--- src/rtl/seq_counter_gen.sv ---
// seq_counter_gen: table-driven wrap-around sequence counter.
// The state index steps forward or reverse by 1 or by STEP, wraps at both
// ends, and is mapped to an output value through a run-time-writable table.
// Optional macro SEQ_COUNTER_WRAP_FLAG_EN adds the oWrap boundary-crossing flag.
module seq_counter_gen #(
  parameter int DEPTH = 18,
  parameter int SW    = 5,
  parameter int VW    = 4,
  parameter int STEP  = 2
) (
  input  logic          iClk,
  input  logic          iRst,
  input  logic          iEn,
  input  logic          iSkip,
  input  logic          iRev,
  input  logic          iLoad,
  input  logic [SW-1:0] iLoadState,
  input  logic          iWrEn,
  input  logic [SW-1:0] iWrAddr,
  input  logic [VW-1:0] iWrData,
  output logic [SW-1:0] oState,
  output logic [VW-1:0] oV
`ifdef SEQ_COUNTER_WRAP_FLAG_EN
  ,
  output logic          oWrap
`endif
);

  // One extra bit so that state + DEPTH never overflows before the modulo.
  localparam logic [SW:0] DEPTH_W = (SW+1)'(DEPTH);
  localparam logic [SW:0] STEP_W  = (SW+1)'(STEP);
  localparam logic [SW:0] ONE_W   = (SW+1)'(1);

  // Sequence table; deliberately not reset so that contents survive iRst.
  logic [VW-1:0] seqTab [DEPTH];

  logic          wrOk;
  logic          loadOk;
  logic          stepping;
  logic [SW:0]   incW;
  logic [SW:0]   fwdSum;
  logic [SW:0]   revSum;
  logic [SW:0]   fwdMod;
  logic [SW:0]   revMod;
  logic [SW-1:0] stepNxt;
  logic [SW-1:0] stateNxt;
  logic [VW-1:0] vNxt;
  logic          crossed;
  logic [1:0]    unusedTopBits;

  // Range checks for writes and loads, done at SW+1 bits to keep widths matched.
  always_comb begin
    wrOk   = iWrEn && ({1'b0, iWrAddr} < DEPTH_W);
    loadOk = {1'b0, iLoadState} < DEPTH_W;
  end

  // Stride arithmetic: both directions computed, then reduced modulo DEPTH.
  // Operands are below DEPTH, so a single conditional subtract suffices.
  always_comb begin
    incW   = iSkip ? STEP_W : ONE_W;
    fwdSum = {1'b0, oState} + incW;
    revSum = {1'b0, oState} + DEPTH_W - incW;
    fwdMod = (fwdSum >= DEPTH_W) ? (fwdSum - DEPTH_W) : fwdSum;
    revMod = (revSum >= DEPTH_W) ? (revSum - DEPTH_W) : revSum;
    stepNxt = iRev ? revMod[SW-1:0] : fwdMod[SW-1:0];
    // The top bit is always zero after reduction.
    unusedTopBits = {fwdMod[SW], revMod[SW]};
  end

  // Next-state resolution: reset > load > step > hold.
  always_comb begin
    stateNxt = oState;
    stepping = 1'b0;
    if (iRst) begin
      stateNxt = '0;
    end else if (iLoad) begin
      if (loadOk) stateNxt = iLoadState;
    end else if (iEn) begin
      stateNxt = stepNxt;
      stepping = 1'b1;
    end
  end

  // Output value lookup with write-first bypass when the write hits the next entry.
  always_comb begin
    vNxt = seqTab[stateNxt];
    if (wrOk && (iWrAddr == stateNxt)) vNxt = iWrData;
  end

  // Boundary crossing: forward step landed below, or reverse step landed above.
  always_comb begin
    crossed = 1'b0;
    if (stepping) crossed = iRev ? (stepNxt > oState) : (stepNxt < oState);
  end

  // Table write port; accepted in every mode, including reset.
  always_ff @(posedge iClk) begin
    if (wrOk) seqTab[iWrAddr] <= iWrData;
  end

  // State and aligned value registers with synchronous reset.
  always_ff @(posedge iClk) begin
    if (iRst) begin
      oState <= '0;
    end else begin
      oState <= stateNxt;
    end
    // In reset stateNxt is 0, so vNxt is the (write-first) entry 0.
    oV <= vNxt;
  end

`ifdef SEQ_COUNTER_WRAP_FLAG_EN
  // Single-cycle wrap flag aligned with the stepped oState.
  always_ff @(posedge iClk) begin
    if (iRst) oWrap <= 1'b0;
    else      oWrap <= crossed;
  end
`else
  logic unusedCrossed;
  assign unusedCrossed = crossed;
`endif

endmodule
--- config.mk ---
export PLATFORM = sky130hd
export DESIGN_NAME = seq_counter_gen
export DESIGN_NICKNAME = d
export VERILOG_FILES = /design/src/rtl/seq_counter_gen.sv
export SDC_FILE = /design/constraint.sdc
export NUM_CORES = 1
export LEC_CHECK = 0
export BUFFER_PORTS_ARGS = -buffer_cell sky130_fd_sc_hd__buf_4
export CORE_MARGIN = 8
export CORE_UTILIZATION = 56
export CTS_BUF_LIST = sky130_fd_sc_hd__clkbuf_4
export DETAILED_ROUTE_END_ITERATION = 7
export GPL_TIMING_DRIVEN = 1
export PLACE_DENSITY = 0.78
export SYNTH_ARGS = -nofsm -noshare
export SYNTH_HDL_FRONTEND = slang
export SYNTH_SLANG_ARGS = --single-unit
--- constraint.sdc ---
create_clock -name iClk -period 2.6 [get_ports iClk]
set_input_delay 0 -clock iClk [delete_from_list [all_inputs] [get_ports iClk]]
set_output_delay 0 -clock iClk [all_outputs]
set_load 0.005 [all_outputs]
* Word level (Yosys, flattened, before mapping) *
Memory sizes are Yosys's and may differ from the RTL's. A register that Yosys moved wholly into a read port is not among the register bits.
Cells that the tools add are included.

word-level totals
  register bits after elaboration = 5
  bits in writable memories = 72
  input bits = 21
  memories = 1

memory list
  name    words  bits a word  read ports  clocked after Yosys merged registers in  write ports  RTL line  text
  seqTab  18     4            1           1                                        1            35        logic [VW-1:0] seqTab [DEPTH];

operators by class
  $add $sub $neg = 5
  magnitude comparators = 4
  multiplexer cells = 10
  reduce and logical (&&, ||, !) cells = 1

operators by type and width
  cell                                                                    number
  5-bit two-way mux                                                       7
  6-bit by 5-bit >= comparator with 1-bit output (second input constant)  2
  5-bit less-than comparator (second input constant)                      2
  5-bit subtractor (second input constant)                                2
  5-bit by 2-bit adder with 6-bit output                                  1
  5-bit by 5-bit adder with 6-bit output (second input constant)          1
  6-bit by 2-bit subtractor with 6-bit output                             1
  1-bit two-way mux                                                       2
  2-bit two-way mux                                                       1
  1-bit logical AND                                                       1

* Longest topological paths before layout *
Gate-level depths: netlist of run 1.

  depth in word-level cells = 8
  gate-level depth with buffers = 12
  depth with buffers taken out = 12

* Least setup slack after synthesis of run 1 *
No wires, ideal clock.

  path type = reg2reg
  start = register oState[1]
  end = register with a tool-made name
  setup time = 0.123 ns
  arrival time = 2.371 ns
  required time = 2.477 ns
  setup slack = 0.106 ns
  cell stages (with the launch flop) = 12
  path buffers = 0
  clock period less this slack = 2.494 ns
  cell sequence = dfxtp_1 > inv_1 > ha_1 > inv_1 > ha_1 > inv_1 > fa_1 > xor2_1 > nand3_1 > a31oi_1 > mux2i_1 > o31ai_1

RTL lines
  item                      RTL line  text
  start: declaration        21        output logic [SW-1:0] oState,
  start signal: assignment  106       oState <= stateNxt;

* Worst setup path after layout of run 1 *
  start = register oState[0]
  end = register oState[3]

between the ends
  cells in the longest elaborated chain, start to end = 8

ends and longest elaborated chain
  item                                                                                RTL line  text
  5-bit by 5-bit adder with 6-bit output                                              62        revSum = {1'b0, oState} + DEPTH_W - incW;
  6-bit by 2-bit subtractor with 6-bit output                                         62
  5-bit subtractor or 6-bit by 5-bit >= comparator with 1-bit output (tied branches)  64        revMod = (revSum >= DEPTH_W) ? (revSum - DEPTH_W) : revSum;
  5-bit two-way mux                                                                   64
  5-bit two-way mux (*)                                                               65        stepNxt = iRev ? revMod[SW-1:0] : fwdMod[SW-1:0];
  5-bit two-way mux (*)                                                               78        end else if (iEn) begin
  5-bit two-way mux (*)                                                               76        end else if (iLoad) begin
  5-bit two-way mux (*)                                                               74        if (iRst) begin

Every way passes the cells marked *; elsewhere a longest branch is shown, timed or not.
A chain may end at the register's enable or synchronous reset.

==> results of run 1 <==
-- registers in the layout, summed over array words and instances (netlist names), named ones only --
| signal | count |
|---|---|
| seqTab | 72 |
| oState | 5 |
-- worst max-delay path, stage by stage, from the launching register on --
cell and delay (ns):
dfxtp_4 0.38, inv_1 0.06, ha_1 0.19, inv_1 0.06, ha_2 0.19, inv_1 0.06
fa_2 0.62, ha_4 0.15, inv_1 0.05, o221ai_1 0.16, o211ai_1 0.16, a21oi_2 0.18
a211oi_1 0.06
-- cell usage after synthesis (3+ instances only) --
master	count	area, um^2
ha_1	11	138
a211oi_1	5	37.5
dfxtp_1	10	200
mux2i_1	7	70.1
or2_2	4	25.0
o22ai_1	3	18.8
inv_1	17	63.8
buf_2	3	15.0
nand2_1	9	33.8
clkbuf_1	5	18.8
nor3_1	7	35.0
a21oi_1	11	55.1
nand3b_1	3	22.5
nor2_1	28	105
mux4_2	20	450
edfxtp_1	72	2160
a21o_1	4	30.0
nand4_1	4	25.0
nor2b_1	5	31.3
a31oi_1	4	25.0
nand2b_1	3	18.8
o211ai_1	5	37.5
nand3_1	7	35.0
-- final cells by class --
class	instances	area [um^2]	share of cell area, %
well taps	96	120	2.62
flip-flops and latches	82	2370	51.6
repair buffers	47	387	8.43
clock inverters	7	91.3	1.99
inverters	17	63.8	1.39
clock buffers	9	67.6	1.47
multi-input cells	168	1490	32.5
-- repair_timing --
action,4_1_cts,5_1_grt
gates resized for setup,0,11
buffers inserted,0,0
endpoints found under the setup margin,0,12
endpoints found under the hold margin,97,0
hold buffers,12,0
-- stage by stage --
step	worst slack (ns)	utilization, %	cell area, um^2
2_1_floorplan	0.106	-	3930
3_3_place_gp	0.184	62.7	4260
3_5_place_dp	0.0713	62.7	4260
4_1_cts	0.0339	66.9	4540
5_1_grt	-0.0342	67.5	4590
6_report	0.158	67.5	4590
-- placed cells by master (no fill, tap or decap), types with 5 or more instances in the layout --
cell type      instances
a211oi_1               5
nor2_1                28
edfxtp_1              72
dlygate4sd3_1         12
a21oi_1               10
nor3_1                 7
mux2i_1                7
o211ai_1               5
nand2_1                9
mux4_2                20
inv_1                 17
clkbuf_4               9
ha_1                   8
nand3_1                7
buf_4                 34
dfxtp_1                8
-- final timing paths --
check                        from                    to  slack (ns)  cells past startpoint
min reg2reg  oState[0]$_SDFF_PP0_  oState[0]$_SDFF_PP0_        0.71                      2
max          oState[0]$_SDFF_PP0_  oState[3]$_SDFF_PP0_        0.16                     12
min                 iLoadState[0]  oState[0]$_SDFF_PP0_        0.04                      3
max reg2reg  oState[0]$_SDFF_PP0_  oState[3]$_SDFF_PP0_        0.16                     12
-- logic make-up after synthesis --
group | count (synthesis) | share of synthesized area, %
flops | 82 | 60.1
buf+inv | 27 | 2.87
mux | 27 | 13.2
xor+xnor | 3 | 0.669
fa+ha+maj | 13 | 4.52
simple gates | 74 | 9.20
compound gates | 51 | 9.36
-- per-layer routing --
layer | GRT usage (%) | vias to the layer above | share of wire (%) | wire, um
li1 | - | 1185 | - | -
met1 | 22.0 | 1207 | 44 | 3600
met2 | 28.3 | 74 | 48 | 3950
met3 | 5.94 | 6 | 6.5 | 528
met4 | 4.54 | 0 | 0.80 | 65
met5 | 0 | - | 0 | 0
-- power breakdown --
part           leakage, uW  internal (uW)  switching, uW
Sequential        0.000732           1460           25.3
Clock            0.0000861            388            412
Combinational     0.000824            364            381
Total              0.00164           2210            818
==> flow_metrics.py, run 1 <==
metrics = {
    "clock_tree": {
        "htree_num_levels": 3,
        "cts_num_sinks": 82,
        "clk_pin_slew_worst_paths_ns": 0.12,
        "clockBufferDepth": 2,
        "numCtsBuffers": 9,
        "cts_tree": "done",
        "root_buffer": "clkbuf_4",
        "insertion_delay_ns": 0.41,
    },
    "drt": {
        "drt-total-wl_um": 8140,
        "drc_errors": 0,
        "drt_iter0_drc": 128,
        "vias": 2472,
        "vias_per_cell": 5.80,
        "routedWlPerCell_um": 19.1,
        "drt_first_pass_iters": 4,
        "postRouteAntennaNets": 0,
    },
    "power_and_ir_drop": {
        "vdd_drop_max_mv": 0.433,
        "power.density_nw_per_um2": 661,
        "power_uw": 3030,
        "leakagePower_uw": 0.00164,
    },
    "final_layout": {
        "fin_cells": 426,
        "nets": 359,
        "syn_to_final_growth_pct": 16.8,
        "final_layout_size_suffix_gt1_share_pct": 25.5,
        "fillCellCount": 476,
        "insertedDiodeCount": 0,
    },
    "global_routing": {
        "antenna_found_initial": 0,
        "grt_use_total_pct": 17.5,
        "grt_pass1_vias": 2572,
        "grt_max_degree": 21,
        "overflow": 0,
        "grt_pass1_wl_um": 13300,
    },
    "job": {
        "maxCapViolations": 0,
    },
    "sta": {
        "relSlewSlack_pct": 48.2,
        "fmax_mhz": 410,
        "skew_ns": 0.00390,
        "hold-worst-slack_ns": 0.0357,
        "period_needed_ns": 2.44,
        "setup_violations": 0,
        "setup_tns_ns": 0,
        "slew_viol_final": 0,
        "finalHoldViolations": 0,
        "rsz0062_at_grt": "true",
        "fin_crit_sh_pct": 93.9,
        "tightest_slew_ns": 0.772,
    },
    "critical_path": {
        "endpoint_kind": "flip-flop",
        "cp_max_fo": 4,
        "cp.required_ns": 2.89,
        "worst_setup_path_start_kind": "flip-flop",
        "path_class": "flip-flop to flip-flop",
        "cp.arrival_ns": 2.73,
    },
    "floorplanning": {
        "row_count": 30,
        "pin_count": 30,
        "initial_core_util_pct": 57.8,
        "fp.dieArea_um2": 9950,
        "chipWidth_um": 99.8,
        "core_area_um2": 6790,
        "die_y_um": 99.8,
    },
    "min_path": {
        "hold_class": "input pin to flip-flop",
    },
    "synth": {
        "ys_warn_count": 0,
        "synth_cell_types": 43,
        "syn_area_um2": 3930,
        "syn-num-nets": 311,
        "seq_area_frac_synth_pct": 60.1,
        "synth_edf_count": 72,
        "async_reset_ff_share_pct": 0,
        "ys.flop_type": "edfxtp_1",
        "syn_area_per_cell_um2": 14.2,
        "synthCells": 277,
        "synth_seq_cells": 82,
    },
    "placed_design": {
        "post-place-cells": 398,
        "hpwl_um": 5820,
        "gp_congestion": 0.925,
        "place.port_buffers": 29,
    },
    "status": {
        "status": "complete, no violations",
    },
}
No activity file was read; power rests on OpenSTA's default activity.
==> inputs of run 2 (changes only) <==
- clock period: 2.6 -> 2 ns (I/O delays scaled with it)
==> run 2 against run 1 <==
The flow now finishes with violations (negative setup slack). Largest power group unchanged. Via count rose by 7.4%. Hold slack better by 0.029 ns. Critical path type is now flip-flop to output pin. Sequential share of layout area is 3.7 points lower. Flip-flop and latch count unchanged. Power is 35% higher. Clock power increased by 16%.
==> flow_metrics.py, run 2 (synthesis gave the netlist of run 1 again) <==
metrics = {
    "status": {
        "status": "complete, but fails checks",
        "failed_checks": "negative setup slack",
    },
    "sta": {
        "finalHoldViolations": 0,
        "tightest_slew_ns": 0.654,
        "slew_viol_final": 0,
        "period_needed_ns": 2.34,
        "setup_violations": 12,
        "setup_tns_ns": -3.18,
        "rsz0062_at_grt": "true",
        "fmax_mhz": 428,
        "fin_crit_sh_pct": 117,
        "fin_ws_ns": -0.336,
        "skew_ns": 0.000975,
        "relSlewSlack_pct": 56.0,
    },
    "drt": {
        "drt-total-wl_um": 8690,
        "vias": 2654,
        "vias_per_cell": 5.90,
        "drt_iter0_drc": 137,
        "drc_errors": 0,
        "routedWlPerCell_um": 19.3,
        "drt_first_pass_iters": 5,
        "postRouteAntennaNets": 0,
    },
    "placed_design": {
        "dpl_cell_area_um2": 4480,
        "post-place-cells": 415,
        "hpwl_um": 6130,
        "gp_congestion": 0.854,
        "place.port_buffers": 29,
        "dp_slack_ns": -0.404,
    },
    "critical_path": {
        "path_buf_inv": 2,
        "crit_chain": "clkbuf_16 > mux4_2 > mux4_2 > nor2_1 > a21oi_1 > buf_4",
        "path_class": "flip-flop to output pin",
        "endpoint_kind": "output pin",
        "cp.required_ns": 2.00,
        "cp.arrival_ns": 2.34,
        "cpMostUsedCell": "mux4_2",
        "slowest_stage": "mux4_2",
        "cp_max_fo": 5,
        "rr_worst_depth": 12,
        "cp_slowest_stage_delay_ns": 0.53,
        "path_delay_family": "multiplexers",
        "worstReg2RegStart": "oState[1]$_SDFF_PP0_",
        "worst_setup_path_start_kind": "flip-flop",
        "ff2ff_setup_slack_ns": -0.31,
    },
    "global_routing": {
        "overflow": 0,
        "grt_max_degree": 19,
        "antenna_found_initial": 0,
        "grt_pass1_wl_um": 13500,
        "grt_use_total_pct": 17.7,
        "grt_pass1_vias": 2643,
    },
    "final_layout": {
        "reg.largest.list": "seqTab x72, oState x5",
        "final_common_cell": "edfxtp_1",
        "regMostFlops": "seqTab",
        "nets": 383,
        "fin_area_um2": 4950,
        "insertedDiodeCount": 0,
        "layout.cells.most_common_list": "72 x edfxtp_1, 55 x buf_4, 25 x nor2_1, 20 x mux4_2",
        "largest_register_ffs": 72,
        "final_layout_size_suffix_gt1_share_pct": 37.6,
        "post-route-util_pct": 72.9,
        "syn_to_final_growth_pct": 26.0,
        "fin_cells": 450,
    },
    "min_path": {
        "hold_end": "oState[0]$_SDFF_PP0_",
        "min-delay-start": "iLoadState[0]",
        "min_path_cells": 3,
        "hold_class": "input pin to flip-flop",
    },
    "clock_tree": {
        "clockBufferDepth": 2,
        "clk_pin_slew_worst_paths_ns": 0.13,
        "cts_tree": "done",
        "htree_num_levels": 3,
        "numCtsBuffers": 9,
        "root_buffer": "clkbuf_4",
        "cts_num_sinks": 82,
        "insertion_delay_ns": 0.41,
    },
    "job": {
        "maxCapViolations": 0,
    },
    "floorplanning": {
        "pin_count": 30,
        "row_count": 30,
        "core_area_um2": 6790,
        "chipWidth_um": 99.8,
        "fp.dieArea_um2": 9950,
        "die_y_um": 99.8,
        "initial_core_util_pct": 57.8,
    },
    "power_and_ir_drop": {
        "power.density_nw_per_um2": 829,
        "vdd_drop_max_mv": 0.613,
        "leakagePower_uw": 0.00177,
    },
}
==> run 2: cell count changes in the layout (fill, tap and decap cells not counted), moves of 3 or more <==
| cell | change |
|---|---|
| inv_2 | +4 |
| nor2_2 | +3 |
| inv_1 | -5 |
| nor2_1 | -3 |
| buf_4 | +21 |
==> run 2: where the power goes <==
part	internal [uW]	total [uW]	switching [uW]
combinational	645	1240	591
sequential	1900	1940	39.5
clock	397	925	529
total	2940	4100	1160
==> run 2: what timing repair did <==
item / 4_1_cts / 5_1_grt
gates resized for setup: 16 / 12
setup buffers: 2 / 3
hold endpoints to repair: 94 / 0
pin swaps: 10 / 11
cloned: 1 / 1
endpoints found under the setup margin: 12 / 12
hold buffers: 12 / 0
==> run 2: per-stage QoR <==
stage	hold WS (ns)	total power, uW
finish	0.0651	4100
global route	0.0506	4290
CTS	0.00768	4050
detailed placement	0.244	3020
global placement	0.242	3000
floorplan	0.0989	2630
==> run 2: worst max-delay path by stage <==
| stage | cells past startpoint | to | startpoint | slack (ns) |
|---|---|---|---|---|
| after CTS | 6 | oV[2] | flip-flop | -0.35 |
| after global routing | 6 | oV[3] | flip-flop | -0.44 |
| after floorplan | 7 | flip-flop | oState[0]$_SDFF_PP0_ | -0.18 |
| after global placement | 12 | flip-flop | oState[0]$_SDFF_PP0_ | -0.40 |
| final | 6 | oV[3] | flip-flop | -0.34 |
| after detailed placement | 12 | flip-flop | oState[0]$_SDFF_PP0_ | -0.40 |
==> run 2: metal layers <==
layer	vias up	wire length [um]	global-route usage, %
met5	-	0	0
met3	17	680	5.45
met4	0	178	4.66
li1	1236	-	-
met1	1291	3680	23.3
met2	110	4150	27.7
==> run 2: cell type report <==
cell class / instances / area [um^2]
fill: 414 / 1840
clock inverter: 6 / 67.6
inverter: 17 / 66.3
timing repair buffer: 71 / 626
sequential: 82 / 2370
multi-input combinational: 168 / 1630
clock buffer: 10 / 75.1
tap: 96 / 120
==> run 2: worst register-to-register path, stage by stage (launching register included) <==
cell and delay [ns]:
dfxtp_4 0.38, inv_4 0.04, ha_4 0.20, inv_2 0.06, ha_4 0.13, inv_2 0.03, fa_2 0.37, xor2_2 0.21
buf_4 0.15, and3_4 0.16, o211ai_1 0.19, a21oi_2 0.10, a211oi_2 0.20
==> inputs of run 3 (changes only) <==
- CAP_MARGIN: not set -> 10
- CORE_MARGIN: 8 -> 1
- PLACE_DENSITY: 0.78 -> 0.85
==> run 3 against run 2 <==
The flow still finishes with violations (negative setup slack). Maximum frequency down 1.8%. Die area down 26%. Global-route usage up 8.8 points. Worst setup slack worse by 0.042 ns. Critical endpoint is now oState[2]$_SDFF_PP0_. Largest cell class unchanged. Highest routed layer unchanged.
==> flow_metrics.py, run 3 (synthesis gave the netlist of run 1 again) <==
metrics = {
    "critical_path": {
        "cp.arrival_ns": 2.69,
        "worst_setup_path_start_kind": "flip-flop",
        "r2r-end": "oState[2]$_SDFF_PP0_",
        "worstReg2RegStart": "oState[0]$_SDFF_PP0_",
        "endpoint_kind": "flip-flop",
        "ff2ff_setup_slack_ns": -0.38,
        "cp_max_fo": 4,
        "path_class": "flip-flop to flip-flop",
        "cp.required_ns": 2.31,
        "rr_worst_depth": 9,
    },
    "sta": {
        "relSlewSlack_pct": 51.1,
        "skew_ns": 0.00875,
        "period_needed_ns": 2.38,
        "fin_crit_sh_pct": 119,
        "finalHoldViolations": 0,
        "hold-worst-slack_ns": 0.0262,
        "fin_ws_ns": -0.378,
        "rsz0062_at_grt": "true",
        "setup_violations": 12,
        "fmax_mhz": 420,
        "tightest_slew_ns": 0.727,
        "slew_viol_final": 0,
    },
    "status": {
        "status": "complete, but fails checks",
        "failed_checks": "negative setup slack",
    },
    "placed_design": {
        "post-place-cells": 416,
        "dpl_cell_area_um2": 4490,
        "gp_congestion": 0.939,
        "hpwl_um": 6040,
        "place.port_buffers": 29,
    },
    "floorplanning": {
        "die_y_um": 85.8,
        "initial_core_util_pct": 57.8,
        "pin_count": 30,
        "fp.dieArea_um2": 7350,
        "core_area_um2": 6790,
        "row_count": 30,
        "chipWidth_um": 85.8,
    },
    "final_layout": {
        "largest_register_ffs": 72,
        "fin_cells": 454,
        "fillCellCount": 393,
        "post-route-util_pct": 74.3,
        "insertedDiodeCount": 0,
        "layout.cells.most_common_list": "72 x edfxtp_1, 57 x buf_4, 25 x nor2_1, 20 x mux4_2",
        "final_common_cell": "edfxtp_1",
        "final_layout_size_suffix_gt1_share_pct": 39.1,
        "reg.largest.list": "seqTab x72, oState x5",
        "syn_to_final_growth_pct": 28.4,
        "nets": 387,
        "regMostFlops": "seqTab",
        "fin_area_um2": 5050,
    },
    "clock_tree": {
        "htree_num_levels": 3,
        "clk_pin_slew_worst_paths_ns": 0.13,
        "insertion_delay_ns": 0.42,
        "clockBufferDepth": 2,
        "numCtsBuffers": 9,
        "cts_tree": "done",
        "cts_num_sinks": 82,
        "root_buffer": "clkbuf_4",
    },
    "global_routing": {
        "grt_pass1_vias": 2713,
        "grt_use_met1_pct": 35.3,
        "grt_use_total_pct": 26.5,
        "grt_use_met2_pct": 45.2,
        "overflow": 0,
        "grt_max_degree": 19,
        "antenna_found_initial": 0,
        "busiest_layer": "met2",
        "use_met3_pct": 5.97,
        "grt_pass1_wl_um": 14300,
    },
    "drt": {
        "drt_first_pass_iters": 5,
        "drt_iter0_drc": 208,
        "routedWlPerCell_um": 20.1,
        "vias": 2765,
        "drc_errors": 0,
        "drt-total-wl_um": 9140,
        "vias_per_cell": 6.09,
        "postRouteAntennaNets": 0,
    },
    "power_and_ir_drop": {
        "seq_power_share_pct": 44.6,
        "p_int_uw": 3110,
        "power_uw": 4360,
        "vdd_drop_max_mv": 0.544,
        "leakagePower_uw": 0.00182,
        "switchingPower_uw": 1250,
        "swShare_pct": 28.7,
        "power.density_nw_per_um2": 864,
        "p_clk_share_pct": 24.9,
        "comb_power_share_pct": 30.5,
    },
    "min_path": {
        "min_path_cells": 3,
        "hold_class": "input pin to flip-flop",
        "hold_end": "oState[0]$_SDFF_PP0_",
        "min-delay-start": "iLoadState[0]",
    },
    "job": {
        "maxCapViolations": 0,
    },
}
==> run 3: cell count changes in the layout (fill, tap and decap cells not counted), sizes merged <==
cell / before / now
buf: 58 / 63
bufinv: 1 / 2
clkbuf: 11 / 10
clkinv: 3 / 2
clkinvlp: 2 / 1
dlygate4sd3: 12 / 11
inv: 17 / 19
==> run 3: repair_timing <==
item,CTS,global route
hold endpoints to repair,98,0
resized for setup,18,17
gates cloned,1,1
buffers inserted,5,4
pin swaps,16,14
hold buffers,11,0
setup endpoints to repair,12,12
==> run 3: stage by stage <==
step	setup slack, ns	setup TNS [ns]
2_1_floorplan	-0.183	-1.31
3_3_place_gp	-0.233	-1.74
3_5_place_dp	-0.328	-2.35
4_1_cts	-0.370	-3.50
5_1_grt	-0.434	-4.69
6_report	-0.378	-3.92
==> run 3: worst max-delay path by stage <==
stage	from	endpoint	slack, ns	cells past startpoint
floorplan	oState[0]$_SDFF_PP0_	flip-flop	-0.18	7
global placement	oState[1]$_SDFF_PP0_	flip-flop	-0.23	11
detailed placement	oState[0]$_SDFF_PP0_	flip-flop	-0.33	7
CTS	flip-flop	oV[3]	-0.37	6
global route	flip-flop	oV[2]	-0.43	6
finish	oState[0]$_SDFF_PP0_	oState[2]$_SDFF_PP0_	-0.38	9
==> run 3: layout make-up <==
class	count	area, um^2	area share (%)
inverter	17	66.3	1.31
timing repair buffer	75	673	13.3
clock buffer	9	67.6	1.34
multi-input combinational	168	1650	32.6
tap	96	120	2.38
clock inverter	7	98.8	1.96
sequential	82	2370	47.0
==> run 3: power groups by stage <==
stage	combinational [uW]	sequential (uW)	clock, uW
floorplan	660	1970	0
global placement	1000	1970	0
detailed placement	1040	1980	0
CTS	1180	1940	1100
global route	1430	1950	1170
finish	1330	1950	1090
==> run 3: critical path: stages (launching register included) <==
cell     delay (ns)
dfxtp_4        0.38
buf_12         0.12
ha_4           0.15
fa_2           0.41
xor2_4         0.24
inv_1          0.07
ha_1           0.31
a21oi_2        0.12
a21oi_1        0.12
o31ai_1        0.33
==> run 3: metal layers <==
layer / vias up / share of wire, % / routed length [um]
li1: 1242 / - / -
met1: 1349 / 41 / 3750
met2: 153 / 50 / 4550
met3: 21 / 7.2 / 654
met4: 0 / 2.0 / 183
met5: - / 0 / 0
